**config.mk**
```make
export PLATFORM = sky130hd
export DESIGN_NAME = qcw_adc_sampler
export DESIGN_NICKNAME = d
export VERILOG_FILES = /design/src/rtl/qcw_adc_sampler.sv
export SDC_FILE = /design/constraint.sdc
export NUM_CORES = 1
export LEC_CHECK = 0
export BUFFER_PORTS_ARGS = -buffer_cell sky130_fd_sc_hd__buf_2
export CORE_ASPECT_RATIO = 1.2
export CORE_UTILIZATION = 45
export CTS_BUF_LIST = sky130_fd_sc_hd__clkbuf_4
export CTS_CLUSTER_SIZE = 14
export DETAILED_ROUTE_END_ITERATION = 7
export PLACE_DENSITY = 0.75
export SLEW_MARGIN = 10
export SYNTH_ARGS = -nofsm -noshare
export SYNTH_HDL_FRONTEND = slang
export SYNTH_SLANG_ARGS = --single-unit
```
**constraint.sdc**
```tcl
create_clock -name clk -period 1.6 [get_ports clk]
set_clock_uncertainty 0.15 [all_clocks]
set_input_delay 0.32 -clock clk [delete_from_list [all_inputs] [get_ports clk]]
set_output_delay 0.32 -clock clk [all_outputs]
set_load 0.01 [all_outputs]
```
**src/rtl/qcw_adc_sampler.sv**
```systemverilog
// rtl/qcw_adc_sampler.sv - free-running serial front end for a 10-bit 16-SCLK current-sense ADC
module qcw_adc_sampler #(
  parameter int CLK_DIV      = 4,
  parameter int QUIET_CYCLES = 8
) (
  input  logic       clk,
  input  logic       resetn,
  input  logic       adc_enable,
  input  logic       adc_sdata,
  output logic       adc_cs_n,
  output logic       adc_sclk,
  output logic [9:0] adc_dout,
  output logic       adc_valid,
  output logic       adc_err
);

  // Divider counts 0..CLK_DIV-1; quiet counter covers the QUIET cycles that follow DONE.
  localparam int DW    = (CLK_DIV > 2) ? $clog2(CLK_DIV) : 1;
  localparam int QMAX  = (QUIET_CYCLES > 2) ? QUIET_CYCLES - 2 : 0;
  localparam int QW    = (QMAX > 1) ? $clog2(QMAX + 1) : 1;
  localparam logic [DW-1:0] DIV_LAST = DW'(CLK_DIV - 1);
  localparam logic [QW-1:0] Q_LAST   = QW'(QMAX);

  typedef enum logic [2:0] {
    IDLE  = 3'd0,
    SETUP = 3'd1,
    SHIFT = 3'd2,
    DONE  = 3'd3,
    QUIET = 3'd4
  } state_e;

  state_e        state_q;
  logic [DW-1:0] div_q;
  logic [QW-1:0] quiet_q;
  logic [3:0]    bit_q;
  logic [15:0]   sr_q;
  logic          cs_n_q;
  logic          sclk_q;
  logic [9:0]    dout_q;
  logic          valid_q;
  logic          err_q;

  // Frame sequencer: all outputs are registered and set on the transition into the state that owns them.
  always_ff @(posedge clk or negedge resetn) begin
    if (!resetn) begin
      state_q <= IDLE;
      div_q   <= '0;
      quiet_q <= '0;
      bit_q   <= '0;
      sr_q    <= '0;
      cs_n_q  <= 1'b1;
      sclk_q  <= 1'b1;
      dout_q  <= '0;
      valid_q <= 1'b0;
      err_q   <= 1'b0;
    end else begin
      valid_q <= 1'b0;
      err_q   <= 1'b0;
      case (state_q)
        IDLE: begin
          if (adc_enable) begin
            state_q <= SETUP;
            cs_n_q  <= 1'b0;
            div_q   <= '0;
          end
        end
        SETUP: begin
          if (div_q == DIV_LAST) begin
            state_q <= SHIFT;
            sclk_q  <= 1'b0;
            div_q   <= '0;
            bit_q   <= '0;
          end else begin
            div_q <= div_q + 1'b1;
          end
        end
        SHIFT: begin
          if (div_q == DIV_LAST) begin
            div_q <= '0;
            if (!sclk_q) begin
              // End of low phase: data is stable, capture it as sclk rises.
              sclk_q <= 1'b1;
              sr_q   <= {sr_q[14:0], adc_sdata};
            end else if (bit_q == 4'd15) begin
              state_q <= DONE;
              cs_n_q  <= 1'b1;
              if (sr_q[15:13] == 3'b000) begin
                dout_q  <= sr_q[12:3];
                valid_q <= 1'b1;
              end else begin
                err_q <= 1'b1;
              end
            end else begin
              bit_q  <= bit_q + 1'b1;
              sclk_q <= 1'b0;
            end
          end else begin
            div_q <= div_q + 1'b1;
          end
        end
        DONE: begin
          // DONE itself counts as the first quiet cycle.
          if (QUIET_CYCLES <= 1) begin
            state_q <= adc_enable ? SETUP : IDLE;
            cs_n_q  <= !adc_enable;
            div_q   <= '0;
          end else begin
            state_q <= QUIET;
            quiet_q <= '0;
          end
        end
        QUIET: begin
          if (quiet_q == Q_LAST) begin
            state_q <= adc_enable ? SETUP : IDLE;
            cs_n_q  <= !adc_enable;
            div_q   <= '0;
            quiet_q <= '0;
          end else begin
            quiet_q <= quiet_q + 1'b1;
          end
        end
        default: begin
          state_q <= IDLE;
          cs_n_q  <= 1'b1;
          sclk_q  <= 1'b1;
        end
      endcase
    end
  end

  assign adc_cs_n  = cs_n_q;
  assign adc_sclk  = sclk_q;
  assign adc_dout  = dout_q;
  assign adc_valid = valid_q;
  assign adc_err   = err_q;

endmodule

```
# [Yosys cells after proc, flatten, opt, wreduce, memory -nomap -nowiden]
# Cells that the tools add are included.
[classes] n_addsub=3 eq_ne=14 muxes=40 bitwise_logic=3 n_reduce_logical=16
[ops] operator="$mux 3" n=7
[ops] operator="$mux 1" n=20
[ops] operator="$mux 4" n=4
[ops] operator="$pmux 3 s5" n=1
[ops] operator="$ne 2x2->1 const B" n=7
[ops] operator="$reduce_and 6->1" n=2
[ops] operator="$reduce_and 5->1" n=2
[ops] operator="$reduce_and 3->1" n=3
[ops] operator="$pmux 4 s2" n=1
[ops] operator="$eq 3x2->1 const B" n=2
[ops] operator="$eq 3x3->1 const B" n=2
[ops] operator="$logic_not 3->1" n=2
[ops] operator="$mux 2" n=3
[ops] operator="$pmux 2 s3" n=1
[ops] operator="$pmux 3 s2" n=1
[ops] operator="$add 4x1->4 const B" n=1
[ops] operator="$eq 4x4->1 const B" n=1
[ops] operator="$pmux 1 s4" n=1
[ops] operator="$reduce_bool 2->1" n=2
[ops] operator="$reduce_or 2->1" n=2
[ops] operator="$add 3x1->3 const B" n=1
[ops] operator="$eq 3x1->1 const B" n=1
[ops] operator="$not 1->1" n=3
[ops] operator="$pmux 1 s3" n=1
[ops] operator="other kinds (5)" n=5
[totals] regBits=42 output_inout_bits=14 wordCells=86

# [Depth between registers and ports, before layout]
# Gate-level depths: netlist (run 1).
[logic_depth] depth_word=6 depth_mapped=6 ltp_nobuf=5

# [Least setup slack after synthesis (run 1)]
# No wires, ideal clock.
[synth_path] path_kind="register to register" startpoint="reg div_q[0]" endpoint="reg dout_q[1] (netlist: adc_dout[1])" setup_ns=0.127 arrival_ns=1.496 required_time_ns=1.323 setup_slack_ns=-0.173 path_stages_with_launch=7 path_buffers=1 path_cell_list="dfrtp_1 > ha_1 > nand2b_1 > nor2_2 > and3_1 > buf_6 > mux2_1"
[synth_between] elab_chain_cells=2
[synth_lines] element="start: declaration" line="33" text="logic [DW-1:0] div_q;"
[synth_lines] element="start signal: assignment" line="74" text="div_q <= div_q + 1'b1;"
[synth_lines] element="start signal: assignment" line="98" text="div_q <= div_q + 1'b1;"
[synth_lines] element="$eq 2x2->1" line="78" text="if (div_q == DIV_LAST) begin"
[synth_lines] element="$reduce_and 5->1 (no line)"
[synth_lines] element="end signal: assignment" line="88" text="dout_q <= sr_q[12:3];"
[synth_lines] element="end: declaration" line="39" text="logic [9:0] dout_q;"
# Every way passes these cells.
# A chain may end at the register's enable or synchronous reset.

# [Worst setup path in the final report (run 1)]
[layout_path] startpoint="reg div_q[0]" endpoint="reg sr_q[12]"
[layout_between] elab_chain_cells=2
[layout_lines] element="$eq 2x2->1" line="78"
[layout_lines] element="$reduce_and 3->1 (no line)"
[layout_lines] element="end signal: assignment" line="83" text="sr_q <= {sr_q[14:0], adc_sdata};"
[layout_lines] element="end: declaration" line="36" text="logic [15:0] sr_q;"
# Every way passes these cells.

==> metrics.txt, run 1 <==
Final min period=1722 ps; Synth Instances=around 160; post-route cell area=2619 µm²; # Max-Cap Violations=0; met2 usage=0.3563; Ports=18; sum of negative setup slack=-2012 ps; Initial Utilization=0.4756; area taken by multi-input logic gates=between 900 and 1000 µm²; Pwr Density=622.6 nW/µm²; Sw Ratio=0.2326; antenna-violating nets left=0; met3 usage=0.05674; Sequential Power Share=0.659; Clock Power Share=0.313; max_slew headroom=0.7635; die height=between 70 and 80 µm; Setup crit start kind=flop; Via Count=between 1000 and 1500; Die ar.=approximately 4500 µm²; Die Wd=61.15 µm; final-layout fill cell count=a little under 300; first-pass GRT wire length=about 6600 µm; total CTS buffers=5; Tightest Hold Check Type=input pin to flop; CTS Buffer Depth=2; vias per cell=between 5 and 6; vias in the first global route=1420; cell row count=25; Lkg Pwr=about 1.2 nW; R2R Setup Slk=-120 ps; Max Slew Vio Count=0; share of cells above drive strength 1=0.5278; Synth Net Count=between 150 and 200; failing checks=setup timing; final hold violations=0; Primary FF master, synth=dfrtp_1; ANT cells=0; detailed-route wire length=between 4000 and 5000 µm; Routed wire per std cell=approximately 16 µm; H-tree depth=2; worst slew pin tran=about 350 ps; GRT overflow=0; ys async rst share=1.000; area of the mapped netlist=around 1900 µm²; worst endpoint data arrival time=1820 ps; Switch Pwr=approximately 0.38 mW; CTS sink count=42; initial antenna violation count=0; setup slack after layout=-122.1 ps; # port buffers=17; final cell count without fillers=270; count of cell types in the netlist=40; Residual DRC=0; Root Buffer=clkbuf_4; gr usage total=0.2059; maximum fanout along the worst path=8; Worst-path clk slew=120 ps; Detailed Place HPWL=around 2800 µm; Worst-Skew Late Latency=360 ps; CTS tree=done; EDFF count, synth=0; DRT iter0 DRCs=49; run status=finished with violations; RD Place Congestion=between 0.8 and 0.9; Sequential Area=around 1100 µm²; sequential area share after synthesis=0.5576; Final period util=1.076; fmax=~580 MHz; total design power=1.631 mW; Mapped Avg Cell Area=11.88 µm²; nets=221; critical path type=flop to flop; met1 Usage GRT=0.2407; Area Growth Syn to Fin=38.61%; core area=around 4000 µm²; final core occ=0.6592; Power Internal=around 1.3 mW; worst path required time=1700 ps; GRT busiest layer=met2; number of synthesis warnings=0; total placed cells including tap cells=~250; #FFs+latches synth=42; largest net degree at the start of global routing=18; crit end category=flop; Combinational Power Share=0.027; Final setup violation count=27; Cell Area, Placed=2285 µm²; RSZ-0062 raised after global routing=true; Peak VDD IR=~0.00042 V; Detailed Routing Iterations Pass 1=4
-- cells by family (layout without fill, tap and decap cells) --
kind of cell,after synthesis,count (layout),synth area share
flops,42,42,0.5576
simple gates,42,43,0.1212
compound gates,33,33,0.1093
mux,27,27,0.1603
buf+inv,12,68,0.03311
fa+ha+maj,3,3,0.01854
-- sequential cells by signal, indices dropped and copies added, names as in the netlist --
signal and flops:
sr_q 16, adc_dout 10, bit_q 4, quiet_q 3
state_q 3, div_q 2, adc_cs_n 1, adc_err 1
adc_sclk 1, adc_valid 1
-- critical path, cell delays in order, from the launching register on --
cell and delay (ps):
dfrtp_1 410, ha_4 190, buf_12 100, nand4bb_4 120, nor2_4 160, clkbuf_16 190
mux2_4 300
-- synthesized netlist by cell type, types with 2 or more instances --
library cell | n | area (µm²)
a21oi_1 | 6 | 30.03
a22oi_1 | 3 | 22.52
a31oi_1 | 4 | 25.02
buf_2 | 2 | 10.01
buf_6 | 2 | 22.52
clkbuf_1 | 2 | 7.510
dfrtp_1 | 40 | 1001
dfstp_2 | 2 | 52.55
ha_1 | 2 | 25.02
inv_1 | 6 | 22.52
mux2_1 | 9 | 101.4
mux2_2 | 17 | 191.4
nand2_1 | 8 | 30.03
nand2b_1 | 3 | 18.77
nand3_1 | 3 | 15.01
nand4_1 | 2 | 12.51
nor2_1 | 10 | 37.54
nor2b_1 | 3 | 18.77
nor3_1 | 3 | 15.01
o21ai_0 | 12 | 60.06
-- layout make-up --
type                    count  area share
clock buffers               5     0.01433
flip-flops and latches     42      0.4032
well taps                  54     0.02580
clock inverters             3    0.006211
inverters                   6    0.008600
multi-input cells         106      0.3808
repair buffers             54      0.1610
-- layer usage --
metal | part of all wire | wire length [µm]
met1 | 0.44 | 1854
met2 | 0.52 | 2197
met3 | 0.029 | 123
met4 | 0.018 | 78
met5 | 0 | 0
-- cells in the final DEF (no fill, tap or decap), types with 2 or more instances in the layout --
cell	count
inv_1	4
a31oi_1	3
a21oi_1	5
nor3_2	2
and3_4	2
dfrtp_2	2
buf_12	2
nor2b_2	2
buf_2	16
clkbuf_4	5
buf_6	3
nor2_4	2
nand2_1	8
nand2b_4	2
mux2_4	26
nor2_1	10
nand4_1	2
dfstp_2	2
o21ai_0	10
nand3_1	3
dfrtp_1	38
o21ai_1	2
inv_2	2
buf_4	31
a22oi_1	3
-- per-stage QoR --
step	setup WS, ps	hold slack (ps)
6_report	-122.1	63.40
5_1_grt	-168.5	46.25
4_1_cts	-112.1	57.81
3_5_place_dp	-92.92	85.26
3_3_place_gp	-56.93	84.69
2_1_floorplan	-140.8	-125.6
-- final timing paths --
path	startpoint	endpoint	cells past startpoint
worst max-delay path	div_q[0]	sr_q[12]	6
worst min-delay path	adc_sdata	sr_q[0]	2
worst max register to register	div_q[0]	sr_q[12]	6
worst min register to register	adc_dout[1]	adc_dout[1]	1
max in group asynchronous	resetn	adc_sclk	3
min in group asynchronous	resetn	sr_q[0]	2
-- power groups by stage --
stage / registers, mW / clock network, mW / logic, mW
floorplan: 1.09 / 0 / 0.00887
global placement: 1.09 / 0 / 0.0371
detailed placement: 1.09 / 0 / 0.0393
CTS: 1.07 / 0.521 / 0.0419
global route: 1.08 / 0.565 / 0.0514
finish: 1.08 / 0.511 / 0.0444
-- what timing repair did --
item | in CTS | in global routing
setup buffers | 6 | 2
hold buffers | 1 | 0
pin swaps | 8 | 6
resized for setup | 20 | 23
endpoints found under the hold margin | 14 | 0
cloned | 1 | 1
setup endpoints to repair | 19 | 36
Power figures use the tool's default switching activity.
==> run 2, diff against run 1 <==
--- a/config.mk
+++ b/config.mk
@@ -6,12 +6,14 @@
 export NUM_CORES = 1
 export LEC_CHECK = 0
 export BUFFER_PORTS_ARGS = -buffer_cell sky130_fd_sc_hd__buf_2
+export CELL_PAD_IN_SITES_DETAIL_PLACEMENT = 1
+export CELL_PAD_IN_SITES_GLOBAL_PLACEMENT = 1
 export CORE_ASPECT_RATIO = 1.2
-export CORE_UTILIZATION = 45
+export CORE_UTILIZATION = 44
 export CTS_BUF_LIST = sky130_fd_sc_hd__clkbuf_4
 export CTS_CLUSTER_SIZE = 14
 export DETAILED_ROUTE_END_ITERATION = 7
-export PLACE_DENSITY = 0.75
+export PLACE_DENSITY = 0.86
 export SLEW_MARGIN = 10
 export SYNTH_ARGS = -nofsm -noshare
 export SYNTH_HDL_FRONTEND = slang
==> run 2 against run 1 <==
  * The run still ends with setup timing left
  * Worst hold slack better by 56 ps
  * Sequential share of layout area is 2.0 points lower
  * Cell count is 0.74% higher
  * Combinational power up 15%
  * Utilization increased by 2.3 points
  * Worst setup slack got worse by 120 ps
  * Die area up 2.2%
  * Clock power up 7.4%
  * First-iteration DRC count is 73% higher
  * Clock-buffer cell count unchanged
  * Sequential power barely moved
==> metrics.txt, run 2 (synthesis results as in run 1) <==
run status=finished with violations (unchanged); failing checks=setup timing (unchanged); CTS tree=done (unchanged); DRT iter0 DRCs=85 (was 49); critical path type=flop to flop (unchanged); Max Slew Vio Count=0 (unchanged); GRT overflow=0 (unchanged); Final min period=1842 ps (was 1722 ps); # Max-Cap Violations=0 (unchanged); FF-to-FF Start=div_q[1] (was div_q[0]); total CTS buffers=5 (unchanged); H-tree depth=2 (unchanged); # port buffers=17 (unchanged); Via Count=1624 (was 1424); first-pass GRT wire length=9632 µm (was 6603 µm); Worst R2R Path Depth=6 (unchanged); share of cells above drive strength 1=0.5642 (was 0.5278); die height=73.78 µm (was 72.98 µm); commonest cells after routing, fill and taps aside=dfrtp_1, mux2_4, buf_4, buf_2, buf_6 (was dfrtp_1, buf_4, mux2_4, buf_2); initial antenna violation count=0 (unchanged); vias per cell=5.971 (was 5.274); Cell Area, Placed=2277 µm² (was 2285 µm²); setup slack after layout=-242.3 ps (was -122.1 ps); Tightest Hold Check Type=input pin to flop (unchanged); Residual DRC=0 (unchanged); CP cell instances=ha_4, buf_12, nand4bb_4, nor2_4, clkbuf_16, mux2_4 (unchanged); worst endpoint data arrival time=1950 ps (was 1820 ps); detailed-route wire length=7245 µm (was 4254 µm); Hold Path Sink=sr_q[0] (unchanged); Peak VDD IR=0.0003115 V (was 0.0004189 V); final-layout fill cell count=392 (was 298); worst path required time=1700 ps (about the same); nets=223 (was 221); Hold Path Stages=2 (unchanged); Area Growth Syn to Fin=45.76% (was 38.61%); antenna-violating nets left=0 (unchanged); Setup crit start kind=flop (unchanged); max_slew headroom=0.7313 (was 0.7635); Initial Utilization=0.4682 (was 0.4756); Die Wd=61.82 µm (was 61.15 µm); final hold violations=0 (unchanged); Pwr Density=609.6 nW/µm² (was 622.6 nW/µm²); core area=4035 µm² (was 3973 µm²); Final period util=1.151 (was 1.076); vias in the first global route=1724 (was 1420); crit end category=flop (unchanged); post-placement worst setup slack=-113.2 ps (was -92.92 ps); cell row count=25 (unchanged); commonest non-fill, non-tap cell in the layout=dfrtp_1 (unchanged); largest net degree at the start of global routing=22 (was 18); ANT cells=0 (unchanged); Detailed Routing Iterations Pass 1=4 (unchanged); Lkg Pwr=1.310 nW (was 1.243 nW); HP Start=adc_sdata (unchanged); post-route cell area=2754 µm² (was 2619 µm²); Routed wire per std cell=26.64 µm (was 15.76 µm); gr usage total=0.3073 (was 0.2059); WP buf/inv=2 (unchanged); Largest register FFs=16 (unchanged); hold_ws=118.9 ps (was 63.40 ps); Root Buffer=clkbuf_4 (unchanged); maximum fanout along the worst path=8 (unchanged); Max stage delay on crit path=440 ps (was 410 ps); Die ar.=4561 µm² (was 4463 µm²); CTS sink count=42 (unchanged); Detailed Place HPWL=3570 µm (was 2831 µm); CP top delay family=flip-flops (unchanged); R2R Setup Slk=-240 ps (was -120 ps); fmax=542.8 MHz (was 580.7 MHz); reg2reg end=sr_q[14] (was sr_q[12]); sum of negative setup slack=-5889 ps (was -2012 ps); RD Place Congestion=0.8479 (was 0.8126); RSZ-0062 raised after global routing=true (unchanged); Final setup violation count=36 (was 27); Worst-Skew Late Latency=370 ps (was 360 ps); CTS Buffer Depth=2 (unchanged); Worst-path clk slew=130 ps (was 120 ps); CP max-delay cell=dfrtp_1 (unchanged); worst slew pin tran=401.6 ps (was 353.5 ps); Ports=18 (unchanged); Biggest register=sr_q (unchanged)
-- run 2: changes by cell type in the layout (fill, tap and decap cells not counted), sizes merged --
cell / before / now
buf: 52 / 54
-- run 2: how the worst max path moves through the flow --
| stage | start | endpoint | slack (ps) | cells past startpoint |
|---|---|---|---|---|
| floorplan | adc_sclk | adc_dout[1] | -140 | 4 |
| global placement | div_q[1] | adc_dout[0] | -60 | 5 |
| detailed placement | bit_q[1] | adc_dout[2] | -110 | 4 |
| CTS | div_q[1] | sr_q[3] | -130 | 6 |
| global route | div_q[1] | sr_q[14] | -290 | 6 |
| finish | div_q[1] | sr_q[14] | -240 | 6 |
-- run 2: cell type report --
cell class,instances,area (µm²),area share
Tap cell,54,67.56,0.02453
Clock inverter,3,16.27,0.005906
Clock buffer,5,37.54,0.01363
Sequential cell,42,1055,0.3830
Inverter,6,22.52,0.008178
Multi-Input combinational cell,106,1089,0.3953
Timing Repair Buffer,56,466.7,0.1695
-- run 2: layer usage --
layer	up-vias	part of all wire	GRT usage	wire length (µm)
met4	0	0.067	0.1457	486
met3	38	0.038	0.05810	275
met5	-	0	0	0
met2	68	0.53	0.5424	3831
met1	827	0.37	0.3453	2651
li1	691	-	-	-
-- run 2: per-stage QoR --
step	std cells	utilization	power (mW)
final	272	0.6825	1.679
after global routing	272	0.6825	1.741
after CTS	266	0.6273	1.643
after detailed placement	250	0.5643	1.136
after global placement	250	0.5643	1.131
after floorplan	159	-	1.102
-- run 2: timing repair --
item,4_1_cts,5_1_grt
hold endpoints to repair,21,0
gates cloned,1,1
endpoints found under the setup margin,26,38
resized for setup,32,37
hold buffers,1,0
buffers inserted,6,8
pin swaps,3,13
-- run 2: where the power goes --
part           total, mW  leakage, nW  internal, mW  switching [mW]
Sequential          1.08        0.550          1.07         0.00933
Combinational     0.0512        0.731        0.0196          0.0316
Clock              0.549       0.0286         0.164           0.385
Total               1.68         1.31          1.25           0.426
-- run 2: worst reg2reg max path, delay by kind of cell (launching register included) --
kind,cells,cell delay (ps)
flip-flops,1,440
AND/OR/NAND/NOR,2,320
buffers and inverters,2,310
multiplexers,1,310
adder cells (fa/ha/maj),1,210
